File: config.mk
export PLATFORM = sky130hd
export DESIGN_NAME = adat_rx_frame_sequencer
export DESIGN_NICKNAME = d
export VERILOG_FILES = /design/src/rtl/adat_rx_pkg.sv /design/src/rtl/adat_rx_beat_serializer.sv /design/src/rtl/adat_rx_frame_sequencer.sv
export SDC_FILE = /design/constraint.sdc
export NUM_CORES = 1
export LEC_CHECK = 0
export BUFFER_PORTS_ARGS = -buffer_cell sky130_fd_sc_hd__buf_2
export CORE_AREA = 2 2 86 88
export DETAILED_ROUTE_END_ITERATION = 16
export DIE_AREA = 0 0 88 90
export PLACE_DENSITY = 0.81
export SKIP_CTS_REPAIR_TIMING = 1
export SLEW_MARGIN = 20
export SYNTH_ARGS = -nofsm -noshare
export SYNTH_HDL_FRONTEND = slang
export SYNTH_SLANG_ARGS = --single-unit
export TNS_END_PERCENT = 20
File: constraint.sdc
create_clock -name i_clk -period 5.4 [get_ports i_clk]
set_clock_uncertainty 0.05 [all_clocks]
set_input_delay 0.27 -clock i_clk [delete_from_list [all_inputs] [get_ports i_clk]]
set_output_delay 0.27 -clock i_clk [all_outputs]
set_load 0.02 [all_outputs]
File: src/rtl/adat_rx_pkg.sv
// rtl/adat_rx_pkg.sv - shared constants, state type and group/channel helper for the ADAT receive sequencer
package adat_rx_pkg;

  localparam int ADAT_GROUPS   = 49;
  localparam int GROUP_BITS    = 5;
  localparam int MAX_BEAT_BITS = 5;

  typedef enum logic {
    ST_HUNT = 1'b0,
    ST_RUN  = 1'b1
  } state_t;

  // Group 0 carries the user nibble, so channel groups start at 1.
  function automatic logic [2:0] group_to_ch(input logic [5:0] g, input int nibbles_per_ch);
    int t;
    t = (int'(g) - 1) / nibbles_per_ch;
    return t[2:0];
  endfunction

endpackage

File: src/rtl/adat_rx_beat_serializer.sv
// rtl/adat_rx_beat_serializer.sv - holds one decoder beat and drains it one bit per cycle, oldest first
module adat_rx_beat_serializer
  import adat_rx_pkg::*;
(
  input  logic       i_clk,
  input  logic       i_rst,
  input  logic       i_load,
  input  logic [4:0] i_bits,
  input  logic [2:0] i_bit_count,
  input  logic       i_flush,
  output logic       o_bit_valid,
  output logic       o_bit,
  output logic       o_overrun
);

  logic [4:0] r_hold;
  logic [2:0] r_pending;
  logic       w_beat;
  logic       w_accept;

  assign w_beat      = i_load && (i_bit_count != 3'd0) && (i_bit_count <= 3'(MAX_BEAT_BITS));
  assign o_overrun   = w_beat && (r_pending >= 3'd2);
  assign w_accept    = w_beat && (r_pending <= 3'd1);
  assign o_bit_valid = (r_pending != 3'd0);
  assign o_bit       = r_hold[0];

  // A new beat may load in the same cycle the last pending bit is consumed.
  always_ff @(posedge i_clk or negedge i_rst) begin
    if (!i_rst) begin
      r_hold    <= 5'd0;
      r_pending <= 3'd0;
    end else if (i_flush || o_overrun) begin
      r_hold    <= 5'd0;
      r_pending <= 3'd0;
    end else if (w_accept) begin
      r_hold    <= i_bits;
      r_pending <= i_bit_count;
    end else if (r_pending != 3'd0) begin
      r_hold    <= {1'b0, r_hold[4:1]};
      r_pending <= r_pending - 3'd1;
    end
  end

endmodule

File: src/rtl/adat_rx_frame_sequencer.sv
// rtl/adat_rx_frame_sequencer.sv - tracks the 49 post-sync groups of an ADAT frame, checks separators, emits user nibble and channel samples
module adat_rx_frame_sequencer
  import adat_rx_pkg::*;
#(
  parameter int NUM_CH         = 8,
  parameter int NIBBLES_PER_CH = 6
) (
  input  logic                          i_clk,
  input  logic                          i_rst,
  input  logic                          i_sync,
  input  logic                          i_valid,
  input  logic [4:0]                    i_bits,
  input  logic [2:0]                    i_bit_count,
  output logic                          o_sync_mask,
  output logic [3:0]                    o_user,
  output logic [4*NIBBLES_PER_CH-1:0]   o_sample,
  output logic [2:0]                    o_sample_ch,
  output logic                          o_sample_valid,
  output logic                          o_frame_done,
  output logic                          o_err_sep,
  output logic                          o_err_short,
  output logic                          o_err_overrun
);

  localparam int          SW         = 4 * NIBBLES_PER_CH;
  localparam logic [5:0]  LAST_GROUP = 6'(NUM_CH * NIBBLES_PER_CH);
  localparam logic [2:0]  NIB_LAST   = 3'(NIBBLES_PER_CH - 1);
  localparam logic [2:0]  SEP_POS    = 3'(GROUP_BITS - 1);

  state_t          r_state, w_state_nxt;
  logic [5:0]      r_group, w_group_nxt;
  logic [2:0]      r_bit_pos, w_bit_pos_nxt;
  logic [2:0]      r_nib, w_nib_nxt;
  logic [SW-1:0]   r_shift, w_shift_nxt;
  logic [3:0]      r_user_pend, w_user_pend_nxt;
  logic [3:0]      r_user, w_user_nxt;
  logic [SW-1:0]   r_sample, w_sample_nxt;
  logic [2:0]      r_sample_ch, w_sample_ch_nxt;
  logic            r_sync_mask;
  logic            r_sample_valid, w_sample_valid_nxt;
  logic            r_frame_done, w_frame_done_nxt;
  logic            r_err_sep, w_err_sep_nxt;
  logic            r_err_short, w_err_short_nxt;
  logic            r_err_overrun, w_err_overrun_nxt;

  logic            w_load;
  logic            w_flush;
  logic            w_bit_valid;
  logic            w_bit;
  logic            w_overrun;
  logic            w_frame_end;
  logic            w_take;

  assign w_load = i_valid && (r_state == ST_RUN) && !i_sync;

  adat_rx_beat_serializer u_ser (
    .i_clk       (i_clk),
    .i_rst       (i_rst),
    .i_load      (w_load),
    .i_bits      (i_bits),
    .i_bit_count (i_bit_count),
    .i_flush     (w_flush),
    .o_bit_valid (w_bit_valid),
    .o_bit       (w_bit),
    .o_overrun   (w_overrun)
  );

  assign w_frame_end = (r_state == ST_RUN) && !w_overrun && w_bit_valid &&
                       (r_bit_pos == SEP_POS) && w_bit && (r_group == LAST_GROUP);
  // A sync discards the bit in flight unless that bit completes the frame.
  assign w_take = (r_state == ST_RUN) && w_bit_valid && !w_overrun && (!i_sync || w_frame_end);

  always_comb begin
    w_state_nxt        = r_state;
    w_group_nxt        = r_group;
    w_bit_pos_nxt      = r_bit_pos;
    w_nib_nxt          = r_nib;
    w_shift_nxt        = r_shift;
    w_user_pend_nxt    = r_user_pend;
    w_user_nxt         = r_user;
    w_sample_nxt       = r_sample;
    w_sample_ch_nxt    = r_sample_ch;
    w_sample_valid_nxt = 1'b0;
    w_frame_done_nxt   = 1'b0;
    w_err_sep_nxt      = 1'b0;
    w_err_short_nxt    = 1'b0;
    w_err_overrun_nxt  = 1'b0;
    w_flush            = 1'b0;

    if ((r_state == ST_RUN) && w_overrun) begin
      w_err_overrun_nxt = 1'b1;
      w_state_nxt       = ST_HUNT;
    end

    if (w_take) begin
      if (r_bit_pos != SEP_POS) begin
        w_shift_nxt   = {r_shift[SW-2:0], w_bit};
        w_bit_pos_nxt = r_bit_pos + 3'd1;
      end else if (!w_bit) begin
        w_err_sep_nxt = 1'b1;
        w_state_nxt   = ST_HUNT;
        w_flush       = 1'b1;
      end else begin
        w_bit_pos_nxt = 3'd0;
        if (r_group == 6'd0) begin
          w_user_pend_nxt = r_shift[3:0];
        end else if (r_nib == NIB_LAST) begin
          w_sample_valid_nxt = 1'b1;
          w_sample_nxt       = r_shift;
          w_sample_ch_nxt    = group_to_ch(r_group, NIBBLES_PER_CH);
          w_nib_nxt          = 3'd0;
        end else begin
          w_nib_nxt = r_nib + 3'd1;
        end
        if (w_frame_end) begin
          w_frame_done_nxt = 1'b1;
          w_user_nxt       = r_user_pend;
          w_state_nxt      = ST_HUNT;
          w_flush          = 1'b1;
        end else begin
          w_group_nxt = r_group + 6'd1;
        end
      end
    end

    if (i_sync) begin
      if ((r_state == ST_RUN) && !w_frame_end) w_err_short_nxt = 1'b1;
      w_state_nxt   = ST_RUN;
      w_group_nxt   = 6'd0;
      w_bit_pos_nxt = 3'd0;
      w_nib_nxt     = 3'd0;
      w_shift_nxt   = '0;
      w_flush       = 1'b1;
    end
  end

  always_ff @(posedge i_clk or negedge i_rst) begin
    if (!i_rst) begin
      r_state        <= ST_HUNT;
      r_group        <= 6'd0;
      r_bit_pos      <= 3'd0;
      r_nib          <= 3'd0;
      r_shift        <= '0;
      r_user_pend    <= 4'd0;
      r_user         <= 4'd0;
      r_sample       <= '0;
      r_sample_ch    <= 3'd0;
      r_sync_mask    <= 1'b0;
      r_sample_valid <= 1'b0;
      r_frame_done   <= 1'b0;
      r_err_sep      <= 1'b0;
      r_err_short    <= 1'b0;
      r_err_overrun  <= 1'b0;
    end else begin
      r_state        <= w_state_nxt;
      r_group        <= w_group_nxt;
      r_bit_pos      <= w_bit_pos_nxt;
      r_nib          <= w_nib_nxt;
      r_shift        <= w_shift_nxt;
      r_user_pend    <= w_user_pend_nxt;
      r_user         <= w_user_nxt;
      r_sample       <= w_sample_nxt;
      r_sample_ch    <= w_sample_ch_nxt;
      r_sync_mask    <= (w_state_nxt == ST_RUN);
      r_sample_valid <= w_sample_valid_nxt;
      r_frame_done   <= w_frame_done_nxt;
      r_err_sep      <= w_err_sep_nxt;
      r_err_short    <= w_err_short_nxt;
      r_err_overrun  <= w_err_overrun_nxt;
    end
  end

  assign o_sync_mask    = r_sync_mask;
  assign o_user         = r_user;
  assign o_sample       = r_sample;
  assign o_sample_ch    = r_sample_ch;
  assign o_sample_valid = r_sample_valid;
  assign o_frame_done   = r_frame_done;
  assign o_err_sep      = r_err_sep;
  assign o_err_short    = r_err_short;
  assign o_err_overrun  = r_err_overrun;

endmodule
Word level (Yosys, flattened, before mapping)
Cells that the tools add are included.
Widths: inputs -> output; s select.
{"block": "classes", "muxes": 49, "magnitude_cmp": 3, "bitwise_logic": 2, "n_reduce_logical": 36, "eq_ne": 7, "div": 1, "n_addsub": 5}
{"operator": "$mux 24", "n": 3}
{"operator": "$mux 3", "n": 13}
{"operator": "$div 32x4->32 const B", "n": 1}
{"operator": "$mux 6", "n": 5}
{"operator": "$mux 1", "n": 25}
{"operator": "$logic_and 1x1->1", "n": 16}
{"operator": "$reduce_and 4->1", "n": 4}
{"operator": "$mux 5", "n": 3}
{"operator": "$reduce_bool 3->1", "n": 4}
{"operator": "$sub 6x1->7 const B", "n": 1}
{"operator": "$add 3x1->3 const B", "n": 2}
{"operator": "$add 6x1->6 const B", "n": 1}
{"operator": "$eq 3x3->1 const B", "n": 2}
{"operator": "$eq 6x6->1 const B", "n": 1}
{"operator": "$logic_not 6->1", "n": 1}
{"operator": "$ne 2x2->1 const B", "n": 3}
{"operator": "$reduce_bool 2->1", "n": 3}
{"operator": "$reduce_and 5->1", "n": 1}
{"operator": "$reduce_and 2->1", "n": 2}
{"operator": "$ge 3x2->1 const B", "n": 1}
{"operator": "$le 3x1->1 const B", "n": 1}
{"operator": "$le 3x3->1 const B", "n": 1}
{"operator": "$logic_not 1->1", "n": 3}
{"operator": "$ne 3x3->1 const B", "n": 1}
{"operator": "3 further kinds", "n": 5}
{"block": "totals", "output_inout_bits": 37, "in_bits": 12, "ff_bits": 85, "wordCells": 119}

Logic depth before layout (Yosys ltp)
Gate-level depths: netlist (run 1).
{"block": "logic_depth", "ltp_word": 18, "ltp_mapped": 16, "depth_no_buf": 13}

By module
A second synthesis (run 1) with hierarchy kept.
{"block": "unflattened", "cells_unflattened": 436, "hier_area_um2": 4259.1}
{"module": "adat_rx_frame_sequencer", "cells_per_inst": 391, "area_per_inst_um2": 3709.8, "instances": 1, "seq_area_each_um2": 1926.8}
{"module": "adat_rx_beat_serializer", "cells_per_inst": 45, "area_per_inst_um2": 549.3, "instances": 1, "seq_area_each_um2": 200.2}

Least setup slack after synthesis (run 1)
OpenSTA, ideal clock, no wires.
{"block": "synth_timing", "kind": "register to register", "startpoint": "reg r_group[0]", "endpoint": "reg r_sample_ch[1] (netlist: o_sample_ch[1])", "required_time_ns": 5.218, "setup_time_ns": 0.132, "period_less_slack_ns": 3.091, "stages_incl_launch_ff": 17, "slack_ns": 2.309, "t_arrival_ns": 2.909, "n_path_buf": 3, "cell_sequence": "dfrtp_1 -> clkbuf_1 -> inv_1 -> ha_1 -> buf_2 -> or4_1 -> nand2_1 -> a22o_1 -> buf_2 -> a211oi_1 -> o31ai_1 -> and2_1 -> ha_1 -> inv_1 -> nor2_1 -> mux2i_1 -> o21ai_1"}
{"block": "synth_via", "elab_chain_len": 5, "word_cells_on_any_way": 9, "classes_between": "add/sub: 1; div: 1; eq/ne: 1; bitwise: 1; reduce/logical: 5"}
{"element": "from (decl)", "line": "adat_rx_frame_sequencer.sv:31", "source": "logic [5:0] r_group, w_group_nxt;"}
{"element": "from (signal assigned)", "line": "adat_rx_frame_sequencer.sv:156", "source": "r_group <= w_group_nxt;"}
{"element": "branches (longest 5 deep; another with $div 32x4->32)"}
{"element": "to (signal assigned)", "line": "adat_rx_frame_sequencer.sv:163", "source": "r_sample_ch <= w_sample_ch_nxt;"}
{"element": "to (decl)", "line": "adat_rx_frame_sequencer.sv:38", "source": "logic [2:0] r_sample_ch, w_sample_ch_nxt;"}
Parallel ways; which one is timed is not known.
A chain may end at the register's enable or synchronous reset.

Worst setup path in the final report (run 1)
Ends and elaborated chain as after synthesis.

==> results of run 1 <==
-- path summary, 6_finish.rpt --
kind                                         startpoint                     endpoint  slack, ps  cells after the start
min in group asynchronous                         i_rst     o_sample[19]$_DFFE_PN0P_        470                      2
worst max-delay path             r_group[0]$_DFFE_PN0P_   o_sample_ch[1]$_DFFE_PN0P_       2190                     13
worst max register to register   r_group[0]$_DFFE_PN0P_   o_sample_ch[1]$_DFFE_PN0P_       2190                     13
worst min-delay path                          i_bits[4]  u_ser.r_hold[4]$_DFFE_PN0P_        110                      3
max in group asynchronous                         i_rst       r_group[0]$_DFFE_PN0P_       4310                      2
worst min register to register  o_sample[7]$_DFFE_PN0P_      o_sample[7]$_DFFE_PN0P_        460                      1
-- worst register-to-register path: stages, from the launching register on --
cell      delay, ps
dfrtp_1         570
inv_1           150
ha_1            310
or4_1           530
nand2_1          70
a22o_1          300
a211oi_1        120
o31ai_1         290
and2_1          170
ha_1            220
inv_1            60
nor2_1           40
mux2i_1         120
o21ai_1          80
-- state kept, by name, summed over array words and instances (netlist names) --
name             flops
r_nib                3
u_ser.r_hold         5
o_err_short          1
o_sample            24
r_user_pend          4
o_err_sep            1
o_user               4
u_ser.r_pending      3
o_frame_done         1
r_shift             24
o_err_overrun        1
o_sample_ch          3
r_bit_pos            3
o_sync_mask          1
r_group              6
o_sample_valid       1
-- logic make-up (layout without fill, tap and decap cells) --
family / count (synthesis) / in the layout / share of synthesized area [%]
AO/OA/AOI/OAI: 67 / 67 / 10.79
adder cells (fa/ha/maj): 11 / 11 / 3.293
AND/OR/NAND/NOR: 150 / 150 / 17.38
XOR/XNOR: 10 / 10 / 2.134
buffers and inverters: 33 / 75 / 3.811
multiplexers: 40 / 40 / 10.76
flip-flops: 85 / 85 / 51.83
-- per-layer routing --
layer  wire [um]  global-route usage (%)
met3         254                   5.051
met5           0                       0
met2        3915                   34.66
met4          98                   7.179
met1        3455                   27.21
-- cells in the mapped netlist (2+ instances only) --
library cell   n  area, um^2
mux2_2        33       371.6
buf_2          5       25.02
ha_1          10       125.1
xor2_1         5       43.79
a221oi_1       2       17.52
mux2i_1        7       70.07
nor2b_1        3       18.77
nor3_2         2       20.02
dfrtp_1       85        2127
nand2_1       73       274.0
nor2_1        30       112.6
a311oi_1       4       35.03
nand2b_1       4       25.02
nor3_1         6       30.03
nand3_1        9       45.04
inv_1          9       33.78
a211oi_1       6       45.04
and2_1         3       18.77
a21oi_1       31       155.2
o21a_1         2       15.01
buf_6          3       33.78
nand3b_1       2       15.01
nand4_1        4       25.02
xnor2_1        5       43.79
a31oi_1        2       12.51
or3_4          2       22.52
clkbuf_1      14       52.55
o21ai_0        5       25.02
-- report_power, final --
group	internal [mW]	total [mW]	switching [mW]
Combinational	0.0950	0.368	0.273
Clock	0.215	0.451	0.235
Sequential	0.666	0.697	0.0305
-- layout make-up --
class	count	area, um^2	area share (%)
clock buffers	9	123.9	2.705
well taps	99	123.9	2.705
inverters	10	40.04	0.8743
repair buffers	50	264.0	5.765
multi-input cells	278	1832	40.00
flip-flops and latches	85	2127	46.45
clock inverters	6	68.82	1.503
-- stage by stage --
step           cells  total power [mW]
2_1_floorplan    396            0.9732
3_3_place_gp     521             1.049
3_5_place_dp     521             1.066
4_1_cts          536             1.519
5_1_grt          537             1.601
6_report         537             1.516
==> results.cfg, run 1 <==
[route]
firstDrtPassIters = 4
ant_nets = 0
drtIter0Drc = 209
drt_wl_total_mm = 7.723
vias = 3004
routedWlPerCell_um = 14.38
avgViaCountPerCell = 5.594
drt_drc_violations_left = 0

[place]
port_buffers = 48
gp_congestion = 0.8567
dpl-instance-area_mm2 = 0.004365
dp_hpwl_mm = 5.062
dp_slack_ps = 2174

[yosys]
yosysSeqAreaShare_pct = 51.83
synth_edf_count = 0
syn-num-nets = 418
yosysWarnings = 0
postSynthRegisterBits = 85
ys.flop_type = dfrtp_1
mappedNetlistArea_mm2 = 0.004104
async_flop_share_pct = 100.0
syn_avg_cell_area_um2 = 10.36
synth_cells = 396
synthDistinctLibCells = 58

[critical_path]
arrival_ps = 3390
critPathMaxFanout = 13
worstPathRequired_ps = 5580
slowest_stage = dfrtp_1
max_stage_delay_ps = 570
crit_chain = inv_1 > ha_1 > or4_1 > nand2_1 > a22o_1 > a211oi_1 > o31ai_1 > and2_1 > ha_1 > inv_1 > nor2_1 > mux2i_1 > o21ai_1
critPathKind = reg2reg
end_kind = flip-flop
path_buf_inv = 2
start_kind = flip-flop
cp_top_family = simple AND/OR/NAND/NOR gates

[sta]
fin_crit_ps = 3211
holdWs_ps = 113.3
slew_headroom_pct = 42.87
setup_viol = 0
setup_ws_ps = 2189
fmax_ghz = 0.3115
rsz0062_at_grt = no
min_period_over_period_pct = 59.46
finalHoldViolCount = 0
slew_violations = 0
tns_ps = 0
tightest_slew_ps = 854.8

[floorplan]
coreArea_mm2 = 0.007020
start_util_pct = 58.46
die_x_um = 88
die_y_um = 90
dieArea_mm2 = 0.007920
rows = 31
pin_count = 49

[cells_and_area]
fin_area_mm2 = 0.004579
drive_gt1_share_pct = 24.89
final_cell_mix = dfrtp_1, nand2_1, buf_2
area_growth_pct = 11.59
fin_nets = 456
diodes = 0
final_common_cell = dfrtp_1
final_util_pct = 65.23
fillers = 574

[pwr]
power_density_mw_per_mm2 = 331.0
p_leak_nw = 2.192
ir_worst_vdd_mv = 0.2638

[cts]
cts-buffers-inserted = 9
clockBufferDepth = 2
clock_latency_ps = 350
path_clk_slew_ps = 90
clock_sinks = 85
htree_levels = 3
tritoncts = yes
root_buffer = clkbuf_8

[grt]
grt_usage_pct = 21.10
antenna_found_initial = 0
overflow = 0
grt_start_max_net_pins = 86
grt_pass1_wl_mm = 13.33
grt_pass1_vias = 2966

[min_path]
hold_class = in2reg

[run_status]
status = complete, no violations

[run]
maxCapViolCount = 0
No activity file was read; power rests on OpenSTA's default activity.
==> run 2: changes to the inputs <==
--- a/config.mk
+++ b/config.mk
@@ -6,10 +6,10 @@
 export NUM_CORES = 1
 export LEC_CHECK = 0
 export BUFFER_PORTS_ARGS = -buffer_cell sky130_fd_sc_hd__buf_2
-export CORE_AREA = 2 2 86 88
+export CORE_AREA = 2 2 88 90
 export DETAILED_ROUTE_END_ITERATION = 16
-export DIE_AREA = 0 0 88 90
-export PLACE_DENSITY = 0.81
+export DIE_AREA = 0 0 90 92
+export PLACE_DENSITY = 0.78
 export SKIP_CTS_REPAIR_TIMING = 1
 export SLEW_MARGIN = 20
 export SYNTH_ARGS = -nofsm -noshare
==> constraint.sdc (replaced) <==
create_clock -name i_clk -period 3 [get_ports i_clk]
set_clock_uncertainty 0.05 [all_clocks]
set_input_delay 0.15 -clock i_clk [delete_from_list [all_inputs] [get_ports i_clk]]
set_output_delay 0.15 -clock i_clk [all_outputs]
set_load 0.02 [all_outputs]
==> run 2 against run 1 <==
  * The run now ends with hold timing left
  * Flip-flop and latch count did not move
  * Non-clock buffer count increased by 8
  * Routed wire length rose by 3.7%
  * Count of clock-buffer cells in the layout increased by 1
  * Sequential power up 81%
  * First-iteration DRC count grew 11%
  * Worst hold slack got worse by 130 ps
  * Sequential share of layout area shrank 1.1 points
  * Utilization is 2.3 points lower
==> results.cfg, run 2 (synthesis gave the netlist of run 1 again) <==
[pwr]
p_leak_nw = 2.249
clock_power_share_pct = 30.9
ir_worst_vdd_mv = 0.3992
power_density_mw_per_mm2 = 587.9
comb_power_share_pct = 23.4
power_frac_seq_pct = 45.7
p_sw_share_pct = 34.63
p_int_mw = 1.801
switchingPower_mw = 0.9540
power.total_mw = 2.755

[route]
routedWlPerCell_um = 14.58
drt_wl_total_mm = 8.006
drt_drc_violations_left = 0
avgViaCountPerCell = 5.492
drtIter0Drc = 231
ant_nets = 0
firstDrtPassIters = 4
vias = 3015

[floorplan]
die_y_um = 92
dieArea_mm2 = 0.008280
rows = 32
die_x_um = 90
start_util_pct = 55.11
coreArea_mm2 = 0.007447
pin_count = 49

[cts]
htree_levels = 3
clock_sinks = 85
clock_latency_ps = 360
tritoncts = yes
clockBufferDepth = 2
root_buffer = clkbuf_8
path_clk_slew_ps = 90
cts-buffers-inserted = 9

[cells_and_area]
fin_nets = 464
final_common_cell = dfrtp_1
final_cell_mix = dfrtp_1, nand2_1, buf_2
diodes = 0
drive_gt1_share_pct = 27.29
area_growth_pct = 14.18

[critical_path]
timing.rr.start = r_group[0]$_DFFE_PN0P_
start_kind = flip-flop
critPathMaxFanout = 9
reg2reg_setup_slack_ps = 160
worstPathRequired_ps = 3190
end_kind = flip-flop
arrival_ps = 3030
cp-startpoint = r_group[0]$_DFFE_PN0P_
critPathKind = reg2reg

[grt]
grt_start_max_net_pins = 86
grt_pass1_vias = 2938
grt_usage_pct = 20.40
antenna_found_initial = 0
grt_pass1_wl_mm = 13.60
overflow = 0

[place]
gp_congestion = 0.8366
dp_hpwl_mm = 5.479
port_buffers = 48
dp_slack_ps = 108.3

[sta]
holdWs_ps = -12.39
min_period_over_period_pct = 94.74
tns_ps = 0
fmax_ghz = 0.3518
setup_viol = 0
rsz0062_at_grt = no
finalHoldViolCount = 1
slew_violations = 0
setup_ws_ps = 157.7
slew_headroom_pct = 44.96
fin_crit_ps = 2842
tightest_slew_ps = 823.6

[min_path]
hold_path_startpoint = i_bit_count[0]
hold_class = in2reg

[run]
maxCapViolCount = 0

[run_status]
violations = hold timing
status = finished with violations
-- run 2: layer usage --
metal  vias to the layer above  track usage [%]  share of wire [%]
met2                        54            34.59                 50
met3                        18            2.958                2.7
met1                      1482            25.51                 44
met5                         -                0                  0
met4                         0            10.77                2.4
li1                       1461                -                  -
-- run 2: area by class of cell --
type / instances / area [um^2]
fillers: 656 / 2761
clock inverters: 6 / 75.07
multi-input cells: 278 / 1852
flip-flops and latches: 85 / 2127
repair buffers: 58 / 326.6
well taps: 102 / 127.6
inverters: 10 / 40.04
clock buffers: 10 / 137.6
-- run 2: per-stage QoR --
| step | cell area, um^2 | cells | hold WS, ps | utilization [%] |
|---|---|---|---|---|
| global route | 4686 | 549 | 5.728 | 62.92 |
| floorplan | 4105 | 396 | -195.6 | - |
| detailed placement | 4422 | 531 | 347.1 | 59.38 |
| global placement | 4422 | 531 | 337.1 | 59.38 |
| CTS | 4634 | 547 | -57.95 | 62.23 |
| finish | 4686 | 549 | -12.39 | 62.92 |
-- run 2: power groups by stage --
stage          clock (mW)  combinational [mW]  sequential (mW)
6_report            0.851               0.644             1.26
5_1_grt             0.912               0.735             1.27
2_1_floorplan           0               0.485             1.27
4_1_cts             0.869               0.644             1.26
3_5_place_dp            0               0.638             1.28
3_3_place_gp            0               0.624             1.27
-- run 2: worst paths after layout --
path | cells past startpoint | endpoint
setup / recovery | 13 | o_sample_ch[1]$_DFFE_PN0P_
hold / removal | 3 | u_ser.r_pending[0]$_DFFE_PN0P_
setup reg to reg | 13 | o_sample_ch[1]$_DFFE_PN0P_
hold reg to reg | 1 | o_sample[8]$_DFFE_PN0P_
max in group asynchronous | 2 | r_group[1]$_DFFE_PN0P_
min in group asynchronous | 2 | o_sample[19]$_DFFE_PN0P_
-- run 2: worst max-delay path, stage by stage, from the launching register on --
cell and delay, ps:
dfrtp_1 380, inv_1 100, ha_2 260, nor3b_4 230
a21oi_1 110, a31o_2 270, o41ai_1 420, o31ai_1 160
and2_1 190, ha_1 280, inv_1 50, nor2_1 40
mux2i_1 120, o21ai_1 80
